File: src/rtl/uart_pkg.sv
// Shared UART definitions: byte width, common control characters, byte type.
// Latency: n/a (types and constants only).
// Backpressure: n/a.
package uart_pkg;
  localparam int BYTE_W = 8;

  typedef logic [BYTE_W-1:0] byte_t;

  localparam byte_t CR = 8'h0D;
  localparam byte_t LF = 8'h0A;
endpackage

File: src/rtl/uart_fifo_mem.sv
// Byte storage for the echo FIFO: DEPTH x 8, synchronous write, asynchronous read, no reset.
// Latency: write visible on the read port after the write edge; read is combinational.
// Backpressure: none; the caller decides when writes are legal.
// Ports: i_clk clock; i_we/i_waddr/i_wdata write port; i_raddr/o_rdata read port.
module uart_fifo_mem
  import uart_pkg::*;
#(
  parameter int DEPTH = 16,
  parameter int AW    = $clog2(DEPTH)
) (
  input  logic          i_clk,
  input  logic          i_we,
  input  logic [AW-1:0] i_waddr,
  input  byte_t         i_wdata,
  input  logic [AW-1:0] i_raddr,
  output byte_t         o_rdata
);

  byte_t r_mem [DEPTH];

  always_ff @(posedge i_clk) begin
    if (i_we) begin
      r_mem[i_waddr] <= i_wdata;
    end
  end

  assign o_rdata = r_mem[i_raddr];

endmodule

File: src/rtl/uart_rx_fifo.sv
// Echo-path byte FIFO between UART RX and TX, with optional line-at-a-time release.
// Latency: a committed push at edge N is offered on tx_data/tx_valid right after edge N (show-ahead).
// Backpressure: tx side is valid/ready; rx side has none, so bytes arriving while full are dropped
//   and latched in the sticky overflow flag.
// Ports: clk/rst_n; rx_data/rx_valid input strobe; tx_data/tx_valid/tx_ready output handshake;
//   line_mode release policy; clr_ovf clears overflow; count/empty/full/overflow status.
module uart_rx_fifo
  import uart_pkg::*;
#(
  parameter int    DEPTH = 16,
  parameter byte_t TERM  = 8'h0D,
  parameter int    CW    = $clog2(DEPTH) + 1
) (
  input  logic          clk,
  input  logic          rst_n,
  input  byte_t         rx_data,
  input  logic          rx_valid,
  output byte_t         tx_data,
  output logic          tx_valid,
  input  logic          tx_ready,
  input  logic          line_mode,
  input  logic          clr_ovf,
  output logic [CW-1:0] count,
  output logic          empty,
  output logic          full,
  output logic          overflow
);

  // Pointers carry one extra wrap bit so full and empty are distinguishable.
  logic [CW-1:0] r_wr_ptr;
  logic [CW-1:0] r_rd_ptr;
  logic [CW-1:0] r_cm_ptr;
  logic          r_overflow;

  logic          w_pop;
  logic          w_push;
  logic          w_drop;
  logic [CW-1:0] w_wr_ptr_nxt;
  logic [CW-1:0] w_rd_ptr_nxt;
  logic [CW-1:0] w_count_nxt;
  logic [CW-1:0] w_cm_ptr_nxt;
  logic          w_full_nxt;
  byte_t         w_rd_data;

  assign count    = r_wr_ptr - r_rd_ptr;
  assign empty    = (count == '0);
  assign full     = (count == CW'(DEPTH));
  assign tx_valid = (r_rd_ptr != r_cm_ptr);
  assign tx_data  = tx_valid ? w_rd_data : 8'h00;
  assign overflow = r_overflow;

  // A pop frees a slot in the same edge, so a full FIFO can still take a byte.
  assign w_pop  = tx_valid & tx_ready;
  assign w_push = rx_valid & (~full | w_pop);
  assign w_drop = rx_valid & full & ~w_pop;

  always_comb begin
    w_wr_ptr_nxt = r_wr_ptr + CW'(w_push);
    w_rd_ptr_nxt = r_rd_ptr + CW'(w_pop);
    w_count_nxt  = w_wr_ptr_nxt - w_rd_ptr_nxt;
    w_full_nxt   = (w_count_nxt == CW'(DEPTH));
    w_cm_ptr_nxt = r_cm_ptr;
    // Commit everything when not in line mode, on a terminator, or when the
    // buffer fills: an over-long line would otherwise never drain.
    if (!line_mode || (w_push && (rx_data == TERM)) || w_full_nxt) begin
      w_cm_ptr_nxt = w_wr_ptr_nxt;
    end
  end

  always_ff @(posedge clk or negedge rst_n) begin
    if (!rst_n) begin
      r_wr_ptr   <= '0;
      r_rd_ptr   <= '0;
      r_cm_ptr   <= '0;
      r_overflow <= 1'b0;
    end else begin
      r_wr_ptr <= w_wr_ptr_nxt;
      r_rd_ptr <= w_rd_ptr_nxt;
      r_cm_ptr <= w_cm_ptr_nxt;
      // A drop in the same cycle as a clear wins, so no loss goes unreported.
      if (w_drop) begin
        r_overflow <= 1'b1;
      end else if (clr_ovf) begin
        r_overflow <= 1'b0;
      end
    end
  end

  uart_fifo_mem #(
    .DEPTH (DEPTH),
    .AW    (CW - 1)
  ) u_mem (
    .i_clk   (clk),
    .i_we    (w_push),
    .i_waddr (r_wr_ptr[CW-2:0]),
    .i_wdata (rx_data),
    .i_raddr (r_rd_ptr[CW-2:0]),
    .o_rdata (w_rd_data)
  );

endmodule

File: config.mk
export PLATFORM = sky130hd
export DESIGN_NAME = uart_rx_fifo
export DESIGN_NICKNAME = d
export VERILOG_FILES = /design/src/rtl/uart_pkg.sv /design/src/rtl/uart_fifo_mem.sv /design/src/rtl/uart_rx_fifo.sv
export SDC_FILE = /design/constraint.sdc
export NUM_CORES = 1
export LEC_CHECK = 0
export CAP_MARGIN = 15
export CORE_AREA = 5 5 111 155
export DETAILED_ROUTE_END_ITERATION = 10
export DIE_AREA = 0 0 116 160
export PLACE_DENSITY = 0.58
export SETUP_SLACK_MARGIN = 0.4
export SYNTH_ARGS = -nofsm -noshare
export SYNTH_HDL_FRONTEND = slang
export SYNTH_SLANG_ARGS = --single-unit
File: constraint.sdc
create_clock -name clk -period 7.7 [get_ports clk]
set_input_delay 1.155 -clock clk [delete_from_list [all_inputs] [get_ports clk]]
set_output_delay 1.155 -clock clk [all_outputs]
set_load 0.02 [all_outputs]
# ---- Word level (Yosys, flattened, before mapping)
# Memories as Yosys holds them, arrays and structs flattened.
# Cells that the tools add are included.
dict set report op_classes {
  add_sub_neg 4
  n_eq_ne 4
  reduce_logical 6
  n_mux 5
  bitwise_logic 7
}
# operator count
set op_table {}
lappend op_table {{adder 5 x 1 -> 5 bit} 2}
lappend op_table {{equality test 5 bit, second input constant} 2}
lappend op_table {{subtractor 5 bit} 2}
lappend op_table {{equality test 8 x 4 -> 1 bit, second input constant} 1}
lappend op_table {{2-to-1 mux 8 bit} 1}
lappend op_table {{logical NOT 5 bit} 1}
lappend op_table {{inequality test 5 bit} 1}
lappend op_table {{AND 1 bit} 4}
lappend op_table {{2-to-1 mux 1 bit} 4}
lappend op_table {{logical OR 1 bit} 2}
lappend op_table {{inverter 1 bit} 2}
lappend op_table {{nonzero test 2 bit} 1}
lappend op_table {{logical AND 1 bit} 1}
lappend op_table {{logical NOT 1 bit} 1}
lappend op_table {{bitwise OR 1 bit} 1}
dict set report word_totals {
  word_cells 31
  n_memories 1
  register_bits 16
  in_bits 14
  output_inout_bits 17
  ramBits 128
}
# memory depth word_bits read_ports rd_clocked_by_memory_dff wr line
set mem_list {}
lappend mem_list {u_mem.r_mem 16 8 1 0 1 uart_fifo_mem.sv:19} ;# byte_t r_mem [DEPTH];

# ---- Depth between registers and ports, before layout
dict set report depth {
  word_depth 9
  ltp_mapped 18
  depth_no_buf 17
}

# ---- Cells and area by module
# Synthesis repeated with hierarchy kept, for this count alone.
dict set report unflattened {
  hier_cells 337
  hier_area_um2 6167.2
}
# mod area_per_inst_um2 seq_area_each_um2 cells_per_inst n_inst
set by_module_without_submodules {}
lappend by_module_without_submodules {uart_fifo_mem 4987.3 3843.7 221 1}
lappend by_module_without_submodules {uart_rx_fifo 1179.9 400.4 116 1}

# ---- Worst setup path before layout
# Ideal clock, no wire load.
dict set report synth_path {
  path_kind {register -> register}
  startpoint {reg r_wr_ptr[0]}
  endpoint {reg r_cm_ptr[0]}
  setup_slack_ps 3158
  setup_time_ps 128
  stages_incl_launch_ff 18
  synth_period_minus_slack_ps 4542
  arrival_ps 4414
  n_path_buf 0
  cell_sequence {dfrtp_1 -> inv_1 -> ha_1 -> fa_1 -> xnor2_1 -> nor2_1 -> mux2i_1 -> o31a_1 -> ha_1 -> ha_1 -> xor2_2 -> ha_1 -> or2_2 -> o311ai_0 -> nor3b_1 -> mux2i_1 -> o211ai_4 -> mux2_1}
}
dict set report synth_via {
  elab_chain_cells 9
  elab_cells_between_ends 11
  classes_between {3 x add/sub; 2 x eq/ne; 3 x bitwise; 3 x reduce/logical}
}
# element line
set synth_rtl {}
lappend synth_rtl {{start: declaration} uart_rx_fifo.sv:30} ;# logic [CW-1:0] r_wr_ptr;
lappend synth_rtl {{start signal: assignment} uart_rx_fifo.sv:77} ;# r_wr_ptr <= w_wr_ptr_nxt;
lappend synth_rtl {{subtractor 5 bit *} uart_rx_fifo.sv:45} ;# assign count = r_wr_ptr - r_rd_ptr;
lappend synth_rtl {{net count[2]} uart_rx_fifo.sv:23} ;# output logic [CW-1:0] count,
lappend synth_rtl {{equality test 5 bit *} uart_rx_fifo.sv:47} ;# assign full = (count == CW'(DEPTH));
lappend synth_rtl {{inverter 1 bit *} uart_rx_fifo.sv:54} ;# assign w_push = rx_valid & (~full | w_pop);
lappend synth_rtl {{bitwise OR 1 bit *} uart_rx_fifo.sv:54}
lappend synth_rtl {{AND 1 bit *} uart_rx_fifo.sv:54}
lappend synth_rtl {{adder 5 x 1 -> 5 bit} uart_rx_fifo.sv:58} ;# w_wr_ptr_nxt = r_wr_ptr + CW'(w_push);
lappend synth_rtl {{subtractor 5 bit} uart_rx_fifo.sv:60} ;# w_count_nxt = w_wr_ptr_nxt - w_rd_ptr_nxt;
lappend synth_rtl {{equality test 5 bit} uart_rx_fifo.sv:61} ;# w_full_nxt = (w_count_nxt == CW'(DEPTH));
lappend synth_rtl {{logical OR 1 bit} uart_rx_fifo.sv:65} ;# if (!line_mode || (w_push && (rx_data == TERM)) || w_full_nxt) begin
lappend synth_rtl {{end signal: assignment} uart_rx_fifo.sv:79} ;# r_cm_ptr <= w_cm_ptr_nxt;
lappend synth_rtl {{end: declaration} uart_rx_fifo.sv:32} ;# logic [CW-1:0] r_cm_ptr;
# Mark *: on every way through the listed nets, which the timed path passes. The rest lies on a longest branch.
# A chain may end at the register's enable or synchronous reset.

# ---- Final worst setup path
dict set report layout_path {
  startpoint {reg r_rd_ptr[1]}
  endpoint {reg r_cm_ptr[0]}
}
dict set report layout_via {
  elab_chain_cells 9
  elab_cells_between_ends 14
  classes_between {4 x add/sub; 3 x eq/ne; 4 x bitwise; 3 x reduce/logical}
}
# element line
set layout_rtl {}
lappend layout_rtl {{start: declaration} uart_rx_fifo.sv:31} ;# logic [CW-1:0] r_rd_ptr;
lappend layout_rtl {{start signal: assignment} uart_rx_fifo.sv:78} ;# r_rd_ptr <= w_rd_ptr_nxt;
lappend layout_rtl {{subtractor 5 bit} uart_rx_fifo.sv:45}
lappend layout_rtl {{equality test 5 bit} uart_rx_fifo.sv:47}
lappend layout_rtl {{inverter 1 bit} uart_rx_fifo.sv:54}
lappend layout_rtl {{bitwise OR 1 bit *} uart_rx_fifo.sv:54}
lappend layout_rtl {{AND 1 bit *} uart_rx_fifo.sv:54}
lappend layout_rtl {{adder 5 x 1 -> 5 bit *} uart_rx_fifo.sv:58}
lappend layout_rtl {{net w_wr_ptr_nxt[3]} uart_rx_fifo.sv:38} ;# logic [CW-1:0] w_wr_ptr_nxt;
lappend layout_rtl {{subtractor 5 bit *} uart_rx_fifo.sv:60}
lappend layout_rtl {{equality test 5 bit *} uart_rx_fifo.sv:61}
lappend layout_rtl {{logical OR 1 bit *} uart_rx_fifo.sv:65}
# Marks and branches as above.

==> results.cfg <==
[layout]
multiInputGateArea_sq_um = 1780
utilization = 0.466
stdcell_count = 570
syn_to_final_growth_pct = 18.3
layout_common_cells = 128 x edfxtp_1, 40 x mux4_2, 30 x clkdlybuf4s50_1
nFillCells = 1321
drive_gt1_frac = 0.230
fin_area_sq_um = 7240
fin_nets = 388
final_common_cell = edfxtp_1
diodes = 0
regArea_sq_um = 4250

[clocking]
cts_buffers = 17
hold_buffers = 0
clockRootBuffer = clkbuf_16
cts.sinks = 144
path_clk_slew_ns = 0.06
clkLatencyLatePin_ns = 0.41
cts_resized = 0
cts_tree = built
cts.htree.levels = 4
postCtsSetupRepairBufs = 0
cts_buffer_depth = 2

[synth]
ys_warn_count = 0
synth_mux_area_frac = 0.160
syn-num-nets = 348
synth_top_family_by_area = multiplexers
synth-seq-area-share = 0.693
synthesis.area_sq_um = 6120
synth-simple-area-share = 0.0501
async_flop_share = 0.111
synthAdderAreaFrac = 0.0278
synthFlopType = edfxtp_1
synth_edf_count = 128
yosysUniqueCellTypes = 42
syn_inst = 321
synth_xor_area_frac = 0.0294
ys_ff_latch = 144
synth.avg_cell_area_sq_um = 19.1
synth_compound_area_frac = 0.0198

[grt]
grt_start_max_net_pins = 35
grt_first_pass_wirelength_um = 19600
track_usage = 0.145
antenna_found_initial = 0
first_global_vias = 3257
overflow = 0

[setup_path]
arrival_ns = 5.33
path_delay_family = compound AO/OA/AOI/OAI gates
cp_max_fo = 30
startpoint_type = flop
worst_setup_path_end_kind = flop
crit_chain = buf_4, fa_1, nand3_1, nor2_1, mux2i_1, o31a_1, ha_1, nand3_1, xnor2_1, ha_1, or2_2, a2111oi_0, a311oi_1, o211ai_4, mux2_1
rr_startpoint = r_rd_ptr[1]
critPathMaxStageDelay_ns = 0.55
worst-path-buf-inv = 1
crit_start = r_rd_ptr[1]
critPathRequiredTime_ns = 7.99
slowest_stage = dfrtp_1
critPathKind = flop to flop

[detailed_routing]
totalWireLength_um = 12700
first_iter_violations = 186
ant_nets = 0
drc = 0
dr.pass1.iters = 4
routedWlPerCell_um = 22.2
vias_per_cell = 5.26
vias = 2999

[pwr]
total_power_mw = 3.28
p_per_area_nw_per_um2 = 453
leakage_nw = 2.41
max-vdd-ir-drop_uv = 476

[die]
start_util = 0.394
die_h_um = 160
die_x_um = 116
core_sq_um = 15500
ioPinCount = 31
num_rows = 54
fp.dieArea_sq_um = 18600

[sta]
hold_viol = 0
finalSetupViolations = 0
timing.fmax_mhz = 199
maxSlewHeadroom = 0.280
skew_ns = 0.00578
rsz0062_at_grt = no
finalSetupTns_ns = 0
tightestPinTransition_ns = 1.08
period_minus_slack_ns = 5.04
maxSlewViolCount = 0
timing.final.crit_share = 0.654

[placed_design]
hpwl_um = 8530
dp_cells = 538
io_buffer_count = 30
place_congestion = 0.733
placed_cell_area_sq_um = 6650

[flow_run]
max-cap-violations = 0

[worst_hold_path]
hold_class = flop to flop
worstHoldStart = r_cm_ptr[4]

[run_status]
status = completed
[synth_stat cells, types with 2 or more instances]
| cell type | n | area, sq um |
|---|---|---|
| edfxtp_1 | 128 | 3840 |
| mux4_2 | 40 | 901 |
| nor2_1 | 20 | 75.1 |
| dfrtp_1 | 16 | 400 |
| inv_1 | 14 | 52.6 |
| ha_1 | 12 | 150 |
| nand3_1 | 9 | 45.0 |
| nor2b_1 | 9 | 56.3 |
| xnor2_1 | 9 | 78.8 |
| xor2_1 | 6 | 52.6 |
| mux2_1 | 5 | 56.3 |
| nand2_1 | 5 | 18.8 |
| buf_2 | 4 | 20.0 |
| nor3_1 | 4 | 20.0 |
| a21oi_1 | 3 | 15.0 |
| clkbuf_1 | 3 | 11.3 |
| nand2b_1 | 3 | 18.8 |
| buf_4 | 2 | 15.0 |
| mux2i_1 | 2 | 20.0 |
| nand3b_1 | 2 | 15.0 |
| nor4_1 | 2 | 12.5 |
| or2_2 | 2 | 12.5 |
| xnor2_2 | 2 | 32.5 |
[worst paths after layout]
path                       cells after the start  slack [ns]          end
hold / removal                                 1        0.51  r_cm_ptr[4]
max in group asynchronous                      1        5.95  r_rd_ptr[0]
min in group asynchronous                      1        1.20     overflow
hold reg to reg                                1        0.51  r_cm_ptr[4]
setup reg to reg                              15        2.66  r_cm_ptr[0]
setup / recovery                              15        2.66  r_cm_ptr[0]
[worst reg2reg max path: stages, from the launching register on]
cell	delay [ns]
dfrtp_1	0.55
buf_4	0.49
fa_1	0.54
nand3_1	0.11
nor2_1	0.05
mux2i_1	0.44
o31a_1	0.30
ha_1	0.20
nand3_1	0.10
xnor2_1	0.28
ha_1	0.33
or2_2	0.31
a2111oi_0	0.44
a311oi_1	0.14
o211ai_4	0.28
mux2_1	0.36
[metrics by stage]
| stage | worst slack [ns] | hold slack, ns |
|---|---|---|
| 5_1_grt | 2.31 | 0.535 |
| 2_1_floorplan | 3.16 | 0.478 |
| 4_1_cts | 2.62 | 0.518 |
| 6_report | 2.66 | 0.511 |
| 3_3_place_gp | 2.85 | 0.488 |
| 3_5_place_dp | 2.65 | 0.504 |
[report_power, final]
part | switching (mW) | total, mW | internal (mW)
combinational | 0.746 | 1.40 | 0.659
sequential | 0.0930 | 1.06 | 0.969
clock | 0.307 | 0.816 | 0.508
total | 1.15 | 3.28 | 2.14
[area by class of cell]
type,instances,share of cell area
Inverter,15,0.00777
Timing Repair Buffer,33,0.0446
Multi-Input combinational cell,150,0.245
Clock buffer,18,0.0593
Tap cell,196,0.0339
Sequential cell,144,0.586
Clock inverter,14,0.0230
[state kept, by name (all words and copies together), names as in the netlist]
| signal | flops |
|---|---|
| r_wr_ptr | 5 |
| r_cm_ptr | 5 |
| u_mem.r_mem | 128 |
| r_rd_ptr | 5 |
| overflow | 1 |
[routing by layer]
metal | global-route usage | wire [um]
met1 | 0.178 | 5050
met2 | 0.255 | 7020
met3 | 0.0326 | 475
met4 | 0.0412 | 125
met5 | 0 | 0
[cell families after synthesis]
logic type | after synthesis
fa+ha+maj | 13
flops | 144
simple gates | 60
mux | 47
compound gates | 12
buf+inv | 27
xor+xnor | 18
Note: power is estimated with default switching activity, not from simulation.
